$ cat config.mk
export PLATFORM = sky130hd
export DESIGN_NAME = cpu_multicycle_ctrl
export DESIGN_NICKNAME = d
export VERILOG_FILES = /design/src/rtl/cpu_multicycle_ctrl.sv
export SDC_FILE = /design/constraint.sdc
export NUM_CORES = 1
export LEC_CHECK = 0
export ABC_AREA = 0
export ABC_CLOCK_PERIOD_IN_PS = 4120
export BUFFER_PORTS_ARGS = -buffer_cell sky130_fd_sc_hd__buf_4
export CAP_MARGIN = 20
export CORE_MARGIN = 3
export CORE_UTILIZATION = 50
export DETAILED_ROUTE_END_ITERATION = 10
export GPL_TIMING_DRIVEN = 0
export PLACE_DENSITY = 0.77
export RECOVER_POWER = 100
export SYNTH_ARGS = -nofsm -noshare
export SYNTH_HDL_FRONTEND = slang
export SYNTH_SLANG_ARGS = --single-unit
$ cat constraint.sdc
create_clock -name clk -period 4.12 [get_ports clk]
set_clock_uncertainty 0.1 [all_clocks]
set_input_delay 0 -clock clk [delete_from_list [all_inputs] [get_ports clk]]
set_output_delay 0 -clock clk [all_outputs]
set_load 0.05 [all_outputs]
$ cat src/rtl/cpu_multicycle_ctrl.sv
// Multi-cycle MIPS control FSM: FETCH/DECODE/EXEC/MEM/WB sequencing with memory
// wait states, timeout, illegal-opcode flagging and a retired-instruction counter.
module cpu_multicycle_ctrl #(
    parameter int OPCODE_W    = 3,
    parameter int ALUOP_W     = 2,
    parameter int MEM_TIMEOUT = 16,
    parameter int CNT_W       = 16
) (
    input  logic                clk,
    input  logic                rst,
    input  logic [OPCODE_W-1:0] cpu_opcode,
    input  logic                mem_ready,
    input  logic                alu_zero,
    output logic                imem_req,
    output logic                dmem_rd,
    output logic                dmem_wr,
    output logic                ir_wr,
    output logic                pc_wr,
    output logic [1:0]          pc_src,
    output logic                reg_wr,
    output logic [1:0]          dest_reg,
    output logic [1:0]          mem_to_reg,
    output logic [ALUOP_W-1:0]  alu_opcode,
    output logic                alu_src,
    output logic                sign_or_zero,
    output logic                illegal_op,
    output logic                bus_err,
    output logic                instr_retired,
    output logic [CNT_W-1:0]    retired_cnt
);

    localparam int WAIT_W = (MEM_TIMEOUT > 1) ? $clog2(MEM_TIMEOUT) : 1;

    localparam logic [2:0] OP_ADD  = 3'd0;
    localparam logic [2:0] OP_SLI  = 3'd1;
    localparam logic [2:0] OP_J    = 3'd2;
    localparam logic [2:0] OP_JAL  = 3'd3;
    localparam logic [2:0] OP_LW   = 3'd4;
    localparam logic [2:0] OP_SW   = 3'd5;
    localparam logic [2:0] OP_BEQ  = 3'd6;
    localparam logic [2:0] OP_ADDI = 3'd7;

    typedef enum logic [2:0] {
        S_FETCH  = 3'd0,
        S_DECODE = 3'd1,
        S_EXEC   = 3'd2,
        S_MEM    = 3'd3,
        S_WB     = 3'd4
    } state_t;

    state_t              state_r;
    state_t              state_nxt_s;
    logic [2:0]          op_r;
    logic [WAIT_W-1:0]   wait_r;
    logic [CNT_W-1:0]    retired_cnt_r;

    logic                opcode_legal_s;
    logic                timeout_s;
    logic                imem_req_s, dmem_rd_s, dmem_wr_s, ir_wr_s, pc_wr_s, reg_wr_s;
    logic [1:0]          pc_src_s, dest_reg_s, mem_to_reg_s;
    logic [1:0]          alu_op_s;
    logic                alu_src_s, sign_s;
    logic                illegal_s, bus_err_s, retire_s;

    // Packed {alu_op[1:0], alu_src, sign_or_zero} for each opcode that reaches EXEC.
    function automatic logic [3:0] alu_ctrl(input logic [2:0] op);
        logic [3:0] c;
        case (op)
            OP_SLI:               c = 4'b10_1_0;
            OP_LW, OP_SW, OP_ADDI: c = 4'b11_1_1;
            OP_BEQ:               c = 4'b01_0_1;
            default:              c = 4'b00_0_1;
        endcase
        return c;
    endfunction

    assign opcode_legal_s = (32'(cpu_opcode) < 32'd8);
    // Timeout fires on the last allowed wait cycle; a late mem_ready still wins.
    assign timeout_s = (MEM_TIMEOUT != 0) && !mem_ready &&
                       ((state_r == S_FETCH) || (state_r == S_MEM)) &&
                       (int'(wait_r) == MEM_TIMEOUT - 1);

    // Next-state and control decode from state, held opcode and handshake inputs.
    always_comb begin
        state_nxt_s  = state_r;
        imem_req_s   = 1'b0;
        dmem_rd_s    = 1'b0;
        dmem_wr_s    = 1'b0;
        ir_wr_s      = 1'b0;
        pc_wr_s      = 1'b0;
        pc_src_s     = 2'b00;
        reg_wr_s     = 1'b0;
        dest_reg_s   = 2'b00;
        mem_to_reg_s = 2'b00;
        alu_op_s     = 2'b00;
        alu_src_s    = 1'b0;
        sign_s       = 1'b1;
        illegal_s    = 1'b0;
        bus_err_s    = 1'b0;
        retire_s     = 1'b0;
        case (state_r)
            S_FETCH: begin
                imem_req_s = 1'b1;
                if (mem_ready) begin
                    ir_wr_s     = 1'b1;
                    pc_wr_s     = 1'b1;
                    state_nxt_s = S_DECODE;
                end else if (timeout_s) begin
                    bus_err_s = 1'b1;
                end else begin
                    state_nxt_s = S_FETCH;
                end
            end
            S_DECODE: begin
                if (!opcode_legal_s) begin
                    illegal_s   = 1'b1;
                    state_nxt_s = S_FETCH;
                end else if ((cpu_opcode[2:0] == OP_J) || (cpu_opcode[2:0] == OP_JAL)) begin
                    pc_wr_s     = 1'b1;
                    pc_src_s    = 2'b10;
                    retire_s    = 1'b1;
                    state_nxt_s = S_FETCH;
                    if (cpu_opcode[2:0] == OP_JAL) begin
                        reg_wr_s     = 1'b1;
                        dest_reg_s   = 2'b10;
                        mem_to_reg_s = 2'b10;
                    end else begin
                        reg_wr_s = 1'b0;
                    end
                end else begin
                    state_nxt_s = S_EXEC;
                end
            end
            S_EXEC: begin
                {alu_op_s, alu_src_s, sign_s} = alu_ctrl(op_r);
                case (op_r)
                    OP_BEQ: begin
                        pc_wr_s     = alu_zero;
                        pc_src_s    = 2'b01;
                        retire_s    = 1'b1;
                        state_nxt_s = S_FETCH;
                    end
                    OP_LW, OP_SW: state_nxt_s = S_MEM;
                    default:      state_nxt_s = S_WB;
                endcase
            end
            S_MEM: begin
                {alu_op_s, alu_src_s, sign_s} = alu_ctrl(op_r);
                dmem_rd_s = (op_r == OP_LW);
                dmem_wr_s = (op_r != OP_LW);
                if (mem_ready) begin
                    retire_s    = (op_r != OP_LW);
                    state_nxt_s = (op_r == OP_LW) ? S_WB : S_FETCH;
                end else if (timeout_s) begin
                    bus_err_s   = 1'b1;
                    state_nxt_s = S_FETCH;
                end else begin
                    state_nxt_s = S_MEM;
                end
            end
            S_WB: begin
                {alu_op_s, alu_src_s, sign_s} = alu_ctrl(op_r);
                reg_wr_s     = 1'b1;
                retire_s     = 1'b1;
                dest_reg_s   = (op_r == OP_ADD) ? 2'b01 : 2'b00;
                mem_to_reg_s = (op_r == OP_LW)  ? 2'b01 : 2'b00;
                state_nxt_s  = S_FETCH;
            end
            default: state_nxt_s = S_FETCH;
        endcase
    end

    // State, opcode capture, wait counter and retired-instruction counter.
    always_ff @(posedge clk or posedge rst) begin
        if (rst) begin
            state_r       <= S_FETCH;
            op_r          <= 3'd0;
            wait_r        <= '0;
            retired_cnt_r <= '0;
        end else begin
            state_r <= state_nxt_s;
            if (state_r == S_DECODE) begin
                op_r <= cpu_opcode[2:0];
            end else begin
                op_r <= op_r;
            end
            if ((MEM_TIMEOUT != 0) && !mem_ready && !timeout_s &&
                ((state_r == S_FETCH) || (state_r == S_MEM))) begin
                wait_r <= wait_r + WAIT_W'(1);
            end else begin
                wait_r <= '0;
            end
            if (retire_s) begin
                retired_cnt_r <= retired_cnt_r + CNT_W'(1);
            end else begin
                retired_cnt_r <= retired_cnt_r;
            end
        end
    end

    // Reset forces every control output to its idle value immediately.
    assign imem_req      = imem_req_s   & ~rst;
    assign dmem_rd       = dmem_rd_s    & ~rst;
    assign dmem_wr       = dmem_wr_s    & ~rst;
    assign ir_wr         = ir_wr_s      & ~rst;
    assign pc_wr         = pc_wr_s      & ~rst;
    assign pc_src        = rst ? 2'b00 : pc_src_s;
    assign reg_wr        = reg_wr_s     & ~rst;
    assign dest_reg      = rst ? 2'b00 : dest_reg_s;
    assign mem_to_reg    = rst ? 2'b00 : mem_to_reg_s;
    assign alu_opcode    = rst ? '0 : ALUOP_W'(alu_op_s);
    assign alu_src       = alu_src_s    & ~rst;
    assign sign_or_zero  = sign_s       | rst;
    assign illegal_op    = illegal_s    & ~rst;
    assign bus_err       = bus_err_s    & ~rst;
    assign instr_retired = retire_s     & ~rst;
    assign retired_cnt   = retired_cnt_r;

endmodule
Yosys cells after proc, flatten, opt, wreduce, memory -nomap -nowiden
Index checks and enable logic that the tools add are counted.

storage, ports and cells
  flip-flop bits (word level) = 26
  input bits = 7
  output and inout port bits = 35
  logic and storage cells = 88

cells by class
  $add $sub $neg = 2
  equal/unequal tests = 14
  mux-type cells = 43
  bitwise gates (word level) = 11
  reductions and logical operators = 14

operators with widths
  cell                                                                   number
  2-bit two-way mux                                                      10
  1-bit two-way mux                                                      19
  16-bit by 1-bit adder with 16-bit output, second input constant        1
  3-bit equality test, second input constant                             5
  3-bit by 2-bit equality test with 1-bit output, second input constant  4
  3-bit two-way mux                                                      4
  2-bit one-hot mux with 2 select lines                                  3
  3-bit one-hot mux with 4 select lines                                  1
  4-bit one-hot mux with 3 select lines                                  1
  1-bit bitwise AND                                                      9
  3-bit by 1-bit equality test with 1-bit output, second input constant  2
  3-bit logical NOT                                                      2
  3-bit != test, second input constant                                   2
  3-bit one-hot mux with 2 select lines                                  1
  3-bit OR reduction                                                     2
  4-bit by 1-bit adder with 4-bit output, second input constant          1
  4-bit by 1-bit equality test with 1-bit output, second input constant  1
  1-bit logical AND                                                      4
  4-bit two-way mux                                                      1
  1-bit one-hot mux with 4 select lines                                  1
  2-bit OR reduction                                                     2
  1-bit one-hot mux with 3 select lines                                  1
  1-bit logical NOT                                                      2
  1-bit logical OR                                                       2
  other kinds (3)                                                        3

Depth between registers and ports, before layout
  depth after elaboration = 8
  gate-level depth with buffers = 7
  depth with buffers taken out = 5

Worst setup path after synthesis
OpenSTA, ideal clock, no wires.

  path kind = reg-to-output
  start point = register state_r[0]
  end point = output bus_err
  arrival = 2.598 ns
  required time = 4.020 ns
  path slack = 1.422 ns
  stages on the path, launching flop included = 5
  cell sequence = dfrtp_1 > buf_2 > or2_2 > a21o_1 > nor4b_1

between the ends
  word-level cells in the longest chain between the ends = 8

ends and longest elaborated chain
  what                                                                                 RTL line  source
  from (decl)                                                                          51        state_t state_r;
  from (signal assigned)                                                               181       state_r <= state_nxt_s;
  3-bit by 2-bit equality test with 1-bit output or 3-bit logical NOT (tied branches)  80, 101
  1-bit logical OR                                                                     80        ((state_r == S_FETCH) || (state_r == S_MEM)) &&
  1-bit logical AND                                                                    79        assign timeout_s = (MEM_TIMEOUT != 0) && !mem_ready &&
  1-bit logical AND                                                                    80
  1-bit two-way mux                                                                    108, 154
  1-bit two-way mux                                                                    104       if (mem_ready) begin
  1-bit two-way mux *                                                                  n/a
  1-bit bitwise AND *                                                                  215       assign bus_err = bus_err_s & ~rst;
  to (decl)                                                                            27        output logic bus_err,

Every way passes the cells marked *; elsewhere a longest branch is shown, timed or not.

Worst setup path in the final report
  start point = register state_r[0]
  end point = output instr_retired

between the ends
  word-level cells in the longest chain between the ends = 3

ends and longest elaborated chain
  what                                               RTL line  source
  3-bit equality test, or another cell as far along  101       case (state_r)
  1-bit one-hot mux with 4 select lines *            101
  1-bit bitwise AND *                                216       assign instr_retired = retire_s & ~rst;
  to (decl)                                          28        output logic instr_retired,

Marks and branches as above.

==> impl_metrics.json <==
{
  "yosysMostFrequentCell": "dfrtp_1",
  "clock_sinks": 26,
  "cpPeakStageDelay_ps": 660,
  "initial_utilization_pct": 55.7,
  "hold_path.class": "in2async",
  "synth_area_leaders": "dfrtp_1, xnor2_1, nor2_1",
  "yosys_register_bits": 26,
  "place_area_um2": 1790,
  "swShare_pct": 47.6,
  "ys_types": 36,
  "wirelength_um": 3270,
  "viasPerCell": 5.46,
  "async_flop_share_pct": 100,
  "routedWlPerCell_um": 14.2,
  "peakVddDrop_mv": 0.650,
  "p_comb_share_pct": 48.1,
  "hold_buffers": 5,
  "area_growth_pct": 20.1,
  "postSynthCellCount": 151,
  "via_count": 1261,
  "ios": 42,
  "grt_overflow": 0,
  "hpwl_um": 2390,
  "grt_pass1_vias": 1179,
  "cp_top_family": "buffers and inverters",
  "drv_cap": 0,
  "placementRows": 18,
  "period_minus_slack_ps": 3050,
  "cts.clk_slew.worst_paths_ps": 130,
  "crit_chain": "clkbuf_1 > nor4bb_1 > a21oi_1 > o221ai_1 > clkbuf_1 > and2_0 > buf_4",
  "synth.top_cell.area_share_pct": 44.7,
  "yosysSeqAreaShare_pct": 44.7,
  "drv_slew": 0,
  "cts.repair.resized": 0,
  "fin_crit_sh_pct": 74.1,
  "die_h_um": 59.9,
  "cp-start-kind": "flop",
  "postRouteAntennaNets": 0,
  "postSynthAreaPerCell_um2": 9.64,
  "first_pass_iters": 5,
  "cp-end-kind": "output pin",
  "cts_setup_buffers": 0,
  "synth_edf_count": 0,
  "crit_buf_inv": 3,
  "cp_data_required_time_ps": 4020,
  "final_nets": 211,
  "synth_area_um2": 1460,
  "cts_tree": "built",
  "root_buffer": "clkbuf_4",
  "pwr-share-clk_pct": 16.3,
  "htreeDepth": 1,
  "grt_use_total_pct": 18.9,
  "grt_max_degree": 31,
  "portBuffers": 40,
  "nFillCells": 254,
  "fin_cells": 231,
  "fp.dieW_um": 59.9,
  "route.detailed.drc": 0,
  "crit_top_cell": "clkbuf_1",
  "dieArea_um2": 3590,
  "synth_common_cells": "dfrtp_1, nor2_1, xnor2_1",
  "crit_type": "reg2out",
  "p_seq_share_pct": 35.6,
  "clkLatencyLatePin_ps": 330,
  "yosys_most_used_dff": "dfrtp_1",
  "yosysWarningCount": 0,
  "antenna_found_initial": 0,
  "tightest_slew_ps": 1290,
  "powerDensity_nw_per_um2": 617,
  "rsz0062_at_grt": "no",
  "finalHoldViolations": 0,
  "gp_congestion": 0.840,
  "synth.largest_area_cell": "dfrtp_1",
  "power_uw": 1080,
  "leakage_uw": 0.000766,
  "synth_nets": 160,
  "setup_viol": 0,
  "drive_gt1_share_pct": 11.9,
  "placed_cells": 221,
  "grt_pass1_wl_um": 5260,
  "drt_iter0_drc": 46,
  "hold_slack_ps": 93.3,
  "crit_path_top_delay_cell": "o221ai_1",
  "antenna_cells": 0,
  "p_sw_uw": 513,
  "slew_headroom_pct": 14.3,
  "path_max_fanout": 10,
  "outcome": "finished clean",
  "intPower_uw": 566,
  "core_um2": 2610,
  "cts_buffers": 3,
  "clock_path_buffers": 2,
  "fin_area_um2": 1750,
  "max_freq_mhz": 327,
  "fin_tns_setup_ps": 0,
  "arrival_ps": 2950
}
-- state kept, by name (all words and copies together) (netlist names) --
name         count
state_r          3
op_r             3
wait_r           4
retired_cnt     16
-- cell type report --
| cell class | count | area, um^2 | share of cell area, % |
|---|---|---|---|
| tap | 30 | 37.5 | 2.15 |
| sequential | 26 | 651 | 37.2 |
| multi-input combinational | 111 | 702 | 40.2 |
| timing repair buffer | 46 | 234 | 13.4 |
| clock buffer | 3 | 22.5 | 1.29 |
| inverter | 8 | 30.0 | 1.72 |
| clock inverter | 1 | 30.0 | 1.72 |
| buffer | 6 | 41.3 | 2.36 |
-- worst register-to-register path, cell delays in order (launching register included) --
cell and delay [ps]:
dfrtp_1 340, clkbuf_1 330, nor4bb_1 320, a21oi_1 80, o221ai_1 660, clkbuf_1 500, nand2_1 130, xnor2_1 150
-- through the flow --
step	setup slack (ps)	utilization (%)
after floorplan	1420	-
after global placement	2240	68.6
after detailed placement	2180	68.6
after CTS	1720	72.6
after global routing	807	66.9
final	1070	66.9
-- cell usage in the layout (no fill, tap or decap), drive strengths merged --
cell | Yosys | layout
and4 | 2 | 2
maj3 | 1 | 1
o221ai | 1 | 1
nand2b | 1 | 1
xor2 | 2 | 2
mux2 | 3 | 3
xnor2 | 15 | 15
a21o | 1 | 1
conb | 1 | 1
bufinv | 0 | 1
or3 | 1 | 1
or2 | 2 | 2
inv | 8 | 8
and2 | 5 | 5
ha | 2 | 2
and3 | 6 | 6
mux2i | 1 | 1
and2b | 1 | 1
a21oi | 4 | 4
nor2 | 15 | 15
dlygate4sd3 | 0 | 5
nand2 | 13 | 13
nor4 | 1 | 1
dfrtp | 26 | 26
nor2b | 4 | 4
a31oi | 1 | 1
nor4bb | 1 | 1
buf | 6 | 12
clkbuf | 0 | 38
nor4b | 1 | 1
nor3 | 6 | 6
nand4 | 5 | 5
o21ai | 4 | 4
nand3 | 11 | 11
-- cells by family (layout without fill, tap and decap cells) --
kind of cell	count (synthesis)	in the layout	synth area share, %
AND/OR/NAND/NOR	75	75	28.4
flip-flops	26	26	44.7
XOR/XNOR	17	17	10.2
buffers and inverters	14	64	5.50
AO/OA/AOI/OAI	11	11	5.50
multiplexers	4	4	3.01
adder cells (fa/ha/maj)	3	3	2.41
other	1	1	0.258
-- power by group through the flow --
| stage | Clock (uW) | Combinational (uW) | Sequential (uW) |
|---|---|---|---|
| floorplan | 0 | 353 | 457 |
| global placement | 0 | 563 | 386 |
| detailed placement | 0 | 576 | 388 |
| CTS | 178 | 582 | 384 |
| global route | 190 | 565 | 392 |
| finish | 176 | 519 | 384 |
-- final timing paths --
| kind | start | cells after the start | slack [ps] | end |
|---|---|---|---|---|
| worst max-delay path | state_r[0] | 7 | 1070 | instr_retired |
| worst min-delay path | rst | 3 | 90 | state_r[2] |
| worst max register to register | state_r[0] | 7 | 1390 | retired_cnt[9] |
| worst min register to register | wait_r[0] | 1 | 380 | wait_r[0] |
| max in group asynchronous | rst | 4 | 2410 | retired_cnt[9] |
| min in group clk | cpu_opcode[0] | 3 | 350 | op_r[0] |
-- per-layer routing --
| layer | vias to the layer above | part of all wire, % | track usage (%) |
|---|---|---|---|
| met2 | 54 | 49 | 31.0 |
| met4 | 0 | 0.58 | 3.80 |
| met1 | 590 | 44 | 26.5 |
| met3 | 4 | 6.8 | 2.81 |
| met5 | - | 0 | 0 |
| li1 | 613 | - | - |
No activity file was read; power rests on OpenSTA's default activity.
